--- config.mk ---
export PLATFORM = sky130hd
export DESIGN_NAME = pc_halt_monitor
export DESIGN_NICKNAME = d
export VERILOG_FILES = /design/src/rtl/pc_halt_monitor.sv
export SDC_FILE = /design/constraint.sdc
export NUM_CORES = 1
export LEC_CHECK = 0
export ABC_AREA = 1
export BUFFER_PORTS_ARGS = -buffer_cell sky130_fd_sc_hd__buf_2
export CAP_MARGIN = 5
export CELL_PAD_IN_SITES_DETAIL_PLACEMENT = 0
export CELL_PAD_IN_SITES_GLOBAL_PLACEMENT = 1
export CORE_MARGIN = 1.5
export CORE_UTILIZATION = 37
export CTS_CLUSTER_DIAMETER = 120
export DETAILED_ROUTE_END_ITERATION = 16
export HOLD_SLACK_MARGIN = 0.06
export PLACE_DENSITY = 0.88
export SETUP_SLACK_MARGIN = 0.5
export SLEW_MARGIN = 25
export SYNTH_ARGS = -nofsm -noshare
export SYNTH_HDL_FRONTEND = slang
export SYNTH_SLANG_ARGS = --single-unit
--- constraint.sdc ---
create_clock -name clk -period 1.9 [get_ports clk]
set_input_delay 0.095 -clock clk [delete_from_list [all_inputs] [get_ports clk]]
set_output_delay 0.095 -clock clk [all_outputs]
set_load 0.02 [all_outputs]
--- src/rtl/pc_halt_monitor.sv ---
// Watches the committed-PC stream and declares a run finished when the PC holds
// at one address for HOLD_CYCLES valid samples, or when the cycle budget runs out.
module pc_halt_monitor #(
  parameter int unsigned HOLD_CYCLES = 4,
  parameter int unsigned MAX_CYCLES  = 2400,
  parameter int unsigned CNT_W       = 16
) (
  input  logic             clk,
  input  logic             rst_n,
  input  logic             start,
  input  logic             pc_valid,
  input  logic [31:0]      pc,
  output logic             running,
  output logic             done,
  output logic             halted,
  output logic             timeout,
  output logic [31:0]      halt_pc,
  output logic [CNT_W-1:0] cycle_count
);

  typedef enum logic [1:0] {StIdle, StRun, StDone} state_e;

  localparam logic [7:0]       HoldMax = 8'(HOLD_CYCLES);
  localparam logic [CNT_W-1:0] CntMax  = CNT_W'(MAX_CYCLES);

  state_e           state_q, state_d;
  logic [CNT_W-1:0] cnt_q, cnt_d;
  logic [31:0]      last_pc_q, last_pc_d;
  logic [7:0]       stable_q, stable_d;
  logic             seen_q, seen_d;
  logic             done_q, done_d;
  logic             halted_q, halted_d;
  logic             timeout_q, timeout_d;
  logic [31:0]      halt_pc_q, halt_pc_d;

  always_comb begin
    state_d   = state_q;
    cnt_d     = cnt_q;
    last_pc_d = last_pc_q;
    stable_d  = stable_q;
    seen_d    = seen_q;
    done_d    = done_q;
    halted_d  = halted_q;
    timeout_d = timeout_q;
    halt_pc_d = halt_pc_q;

    unique case (state_q)
      StRun: begin
        cnt_d = cnt_q + CNT_W'(1);
        if (pc_valid) begin
          if (!seen_q || (pc != last_pc_q)) begin
            last_pc_d = pc;
            stable_d  = 8'd1;
            seen_d    = 1'b1;
          end else if (stable_q != HoldMax) begin
            stable_d = stable_q + 8'd1;
          end
        end
        // Halt is checked first so it wins a tie with the budget expiring.
        if (stable_d == HoldMax) begin
          state_d   = StDone;
          done_d    = 1'b1;
          halted_d  = 1'b1;
          halt_pc_d = last_pc_d;
        end else if (cnt_d == CntMax) begin
          state_d   = StDone;
          done_d    = 1'b1;
          timeout_d = 1'b1;
          halt_pc_d = seen_d ? last_pc_d : 32'h0;
        end
      end
      default: ;
    endcase

    // A start pulse re-arms from any state; its own PC sample is dropped.
    if (start) begin
      state_d   = StRun;
      cnt_d     = '0;
      stable_d  = 8'd0;
      seen_d    = 1'b0;
      done_d    = 1'b0;
      halted_d  = 1'b0;
      timeout_d = 1'b0;
      halt_pc_d = 32'h0;
    end
  end

  always_ff @(posedge clk or negedge rst_n) begin
    if (!rst_n) begin
      state_q   <= StIdle;
      cnt_q     <= '0;
      last_pc_q <= 32'h0;
      stable_q  <= 8'd0;
      seen_q    <= 1'b0;
      done_q    <= 1'b0;
      halted_q  <= 1'b0;
      timeout_q <= 1'b0;
      halt_pc_q <= 32'h0;
    end else begin
      state_q   <= state_d;
      cnt_q     <= cnt_d;
      last_pc_q <= last_pc_d;
      stable_q  <= stable_d;
      seen_q    <= seen_d;
      done_q    <= done_d;
      halted_q  <= halted_d;
      timeout_q <= timeout_d;
      halt_pc_q <= halt_pc_d;
    end
  end

  assign running     = (state_q == StRun);
  assign done        = done_q;
  assign halted      = halted_q;
  assign timeout     = timeout_q;
  assign halt_pc     = halt_pc_q;
  assign cycle_count = cnt_q;

endmodule

==> impl_results.rst <==
.. list-table::
   :header-rows: 1

   * - Metric
     - Value
   * - Worst hold path type
     - input pin to register
   * - Number of buffers on the longest clock path
     - 2
   * - Global-route wire length before repair
     - roughly 25 mm
   * - Floorplan Core Area
     - ~0.014 mm^2
   * - Number of failing setup endpoints in the final timing report
     - 39
   * - Number of enable flip-flop cells after synthesis
     - 0
   * - Violations in the final reports
     - setup timing
   * - Max-slew violation count
     - 0
   * - Number of hold violations in the final report
     - 0
   * - Antenna cell count
     - 0
   * - Total CTS buffers
     - 9
   * - Cells taking the most area after synthesis
     - dfrtp_1 45%, nand2_1 17%, nand3_1 5.8%
   * - Commonest register cell after synthesis
     - dfrtp_1
   * - Simple-gate portion of the synthesized area
     - a little under a third
   * - Multiplexer fraction of the synthesized cell area
     - 0%
   * - Count of cell types in the netlist
     - 31
   * - Adder-cell share of the synthesized area
     - less than 1%
   * - CP Capture Type
     - register
   * - Cell with the most instances after synthesis
     - nand2_1
   * - Height of the die
     - between 100 and 150 um
   * - Number of design rule violations left after detail routing
     - 0
   * - Data arrival, critical path
     - 2.74 ns
   * - Mean number of vias per cell
     - just under 5
   * - Startpoint Class
     - register
   * - Reg-to-reg critical path startpoint
     - stable_q[0]
   * - Die X-Extent
     - about 120 um
   * - Setup WS post-layout
     - -0.544 ns
   * - Total wire length
     - 16.6 mm
   * - Number of H-tree levels
     - 3
   * - Total number of placement rows
     - 43
   * - Initial antenna violation count
     - 0
   * - Clock root buffer
     - clkbuf_16
   * - Number of clock sinks
     - 93
   * - Launch point of the critical path
     - stable_q[0]
   * - Maximum number of pins on one net before global-route repair
     - 47
   * - Worst Setup EP
     - halt_pc[7]
   * - Via count of the first global-routing pass
     - approximately 5200
   * - WHS
     - approximately 0.14 ns
   * - Fraction of final layout cells sized beyond drive strength 1
     - 39.1%
   * - Sum of net half-perimeters after detailed placement
     - between 9 and 10 mm
   * - # Max-Cap Violations
     - 0
   * - PwrDens
     - about 770 mW/mm^2
   * - Tightest slew margin relative to the limit
     - between 60% and 70%
   * - Outcome
     - finished with violations
   * - Clock network latency to the later pin of the worst-skew pair
     - around 0.36 ns
   * - Sequential-to-total area share from yosys stat
     - 44.9%
   * - Internal reg-to-reg setup slack
     - -0.54 ns
   * - Setup TNS after final layout
     - -18.45 ns
   * - Synthesized net count
     - 764
   * - Mean instance size in the synthesized netlist
     - slightly above 7 um^2
   * - Unrepaired setup endpoints after global routing
     - true
   * - Critical Setup Path Class
     - register to register
   * - DR vias
     - 5485
   * - Mean routed wirelength per cell
     - roughly 15 um
   * - Area fraction in compound gates after synthesis
     - just over 10%
   * - Initial DRT Pass Iterations
     - 5
   * - Crit share post-route
     - 129%
   * - Overall power after layout
     - around 6 mW
   * - Share of flip-flops with an asynchronous set or reset
     - 100%
   * - Peak Freq
     - between 400 and 500 MHz
   * - Worst clock skew
     - 0.0106 ns
   * - Count of warnings emitted by yosys
     - 0
   * - Synthesized instance count
     - approximately 720
   * - Share of the synthesized netlist area taken by xor and xnor gates
     - 3.38%
   * - Die Area
     - 0.0147 mm^2
   * - Remaining antenna violation count
     - 0
   * - Synth Register Bits
     - 93
   * - Cell area after technology mapping
     - just over 0.005 mm^2
   * - Transition at the pin with the smallest max-transition slack
     - approximately 0.57 ns
   * - Leading cell types by count after synthesis
     - 237 x nand2_1, 93 x dfrtp_1, 79 x inv_1
   * - Cell type contributing the most total cell area after synthesis
     - dfrtp_1
   * - TritonCTS clock tree
     - built
   * - Peak supply drop
     - ~0.44 mV
   * - Required arrival time at the worst endpoint
     - 2.19 ns
   * - GRT Overall Usage
     - 21.8%
   * - Initial Util
     - ~38%
   * - Proportion of netlist area held by the largest area contributor
     - 44.9%
   * - Static Leakage
     - 4.10 nW
   * - Final weighted congestion of routability-driven global placement
     - around 0.79
   * - Area added between synthesis and finish
     - 51.0%
   * - Critical register-to-register path endpoint
     - halt_pc[7]
   * - Ports placed on the boundary
     - roughly 90
   * - Reg clk slew, reported paths
     - about 0.07 ns
   * - Min cycle time layout
     - between 2 and 2.5 ns
   * - Main combinational cell family by area after synthesis
     - simple AND/OR/NAND/NOR gates
   * - Critical-path maximum fanout
     - 6
   * - Net count of the finished layout
     - approximately 980
   * - Global-route congestion overflow total
     - 0
   * - Register-to-Register Path Depth
     - 16
   * - Port buffer count
     - 87
   * - Detailed Route Iter0 Violations
     - ~350
[layout make-up]
cell class,instances,area [um^2]
multi-input combinational,513,2800
fill,1285,5940
tap,180,225
timing repair buffer,233,1780
inverter,90,354
sequential,93,2340
clock inverter,7,104
clock buffer,9,225
timing repair inverter,1,7.51
[layout by cell type, fill, tap and decap left out, drive strengths merged, types with 8 or more instances in the layout]
master,count
nor2,77
o21ai,56
inv,91
clkbuf,11
nand3,62
a21oi,38
xor2,16
nand2,239
o22ai,8
dfrtp,93
buf,229
[worst min path at each step]
stage,slack [ns],startpoint,to,depth (start not counted)
4_1_cts,0.12,pc[13],halt_pc[13],5
2_1_floorplan,-0.20,rst_n,cycle_count[0],0
3_5_place_dp,0.13,rst_n,last_pc_q[5],1
5_1_grt,0.17,pc[13],halt_pc[13],5
3_3_place_gp,0.13,rst_n,halt_pc[1],1
6_report,0.14,pc[13],last_pc_q[13],5
[per-layer routing]
layer | vias to the layer above | track usage (%) | routed length [um]
li1 | 2713 | - | -
met1 | 2586 | 28.8 | 7430
met2 | 154 | 36.7 | 7940
met3 | 32 | 3.10 | 812
met4 | 0 | 7.65 | 363
met5 | - | 0 | 0
[worst max-delay path: stages (launching register included)]
cell and delay, ns:
dfrtp_1 0.39, inv_2 0.08, ha_4 0.13, nand4_1 0.13, o21ai_2 0.22, buf_6 0.14
xor2_2 0.18, nand2_2 0.09, nor2_2 0.10, nand2_2 0.08, nor2_4 0.18, nor2_4 0.05
nor2_4 0.16, buf_6 0.14, clkbuf_16 0.15, nand3_1 0.08, nand2_1 0.06
[kinds of logic after synthesis]
kind of cell	Yosys count
flops	93
compound gates	103
fa+ha+maj	4
buf+inv	118
simple gates	386
xor+xnor	20
[power by group]
group | total, mW | switching [mW] | internal (mW)
Sequential | 2.38 | 0.166 | 2.21
Combinational | 1.61 | 0.919 | 0.695
Clock | 2.04 | 0.869 | 1.17
[metrics by stage]
| stage | instance area, um^2 | std cells | utilization, % | worst slack (ns) |
|---|---|---|---|---|
| after floorplan | 5230 | 724 | - | -0.124 |
| after global placement | 6530 | 1061 | 47.4 | -0.347 |
| after detailed placement | 6530 | 1061 | 47.4 | -0.417 |
| after CTS | 7340 | 1108 | 53.3 | -0.361 |
| after global routing | 7830 | 1126 | 56.9 | -0.673 |
| final | 7830 | 1126 | 56.9 | -0.544 |
[what timing repair did]
| item | in CTS | in global routing |
|---|---|---|
| hold buffers | 2 | 0 |
| setup endpoints to repair | 76 | 62 |
| gates cloned | 4 | 2 |
| gates resized for setup | 56 | 94 |
| pin swaps | 17 | 39 |
| hold endpoints to repair | 36 | 0 |
| setup buffers | 25 | 16 |
[sequential cells by signal (all words and copies together), names as in the netlist]
signal and flops:
last_pc_q 32, halted 1, seen_q 1, timeout 1
state_q 2, cycle_count 16, stable_q 8, halt_pc 32
Note: power is estimated with default switching activity, not from simulation.
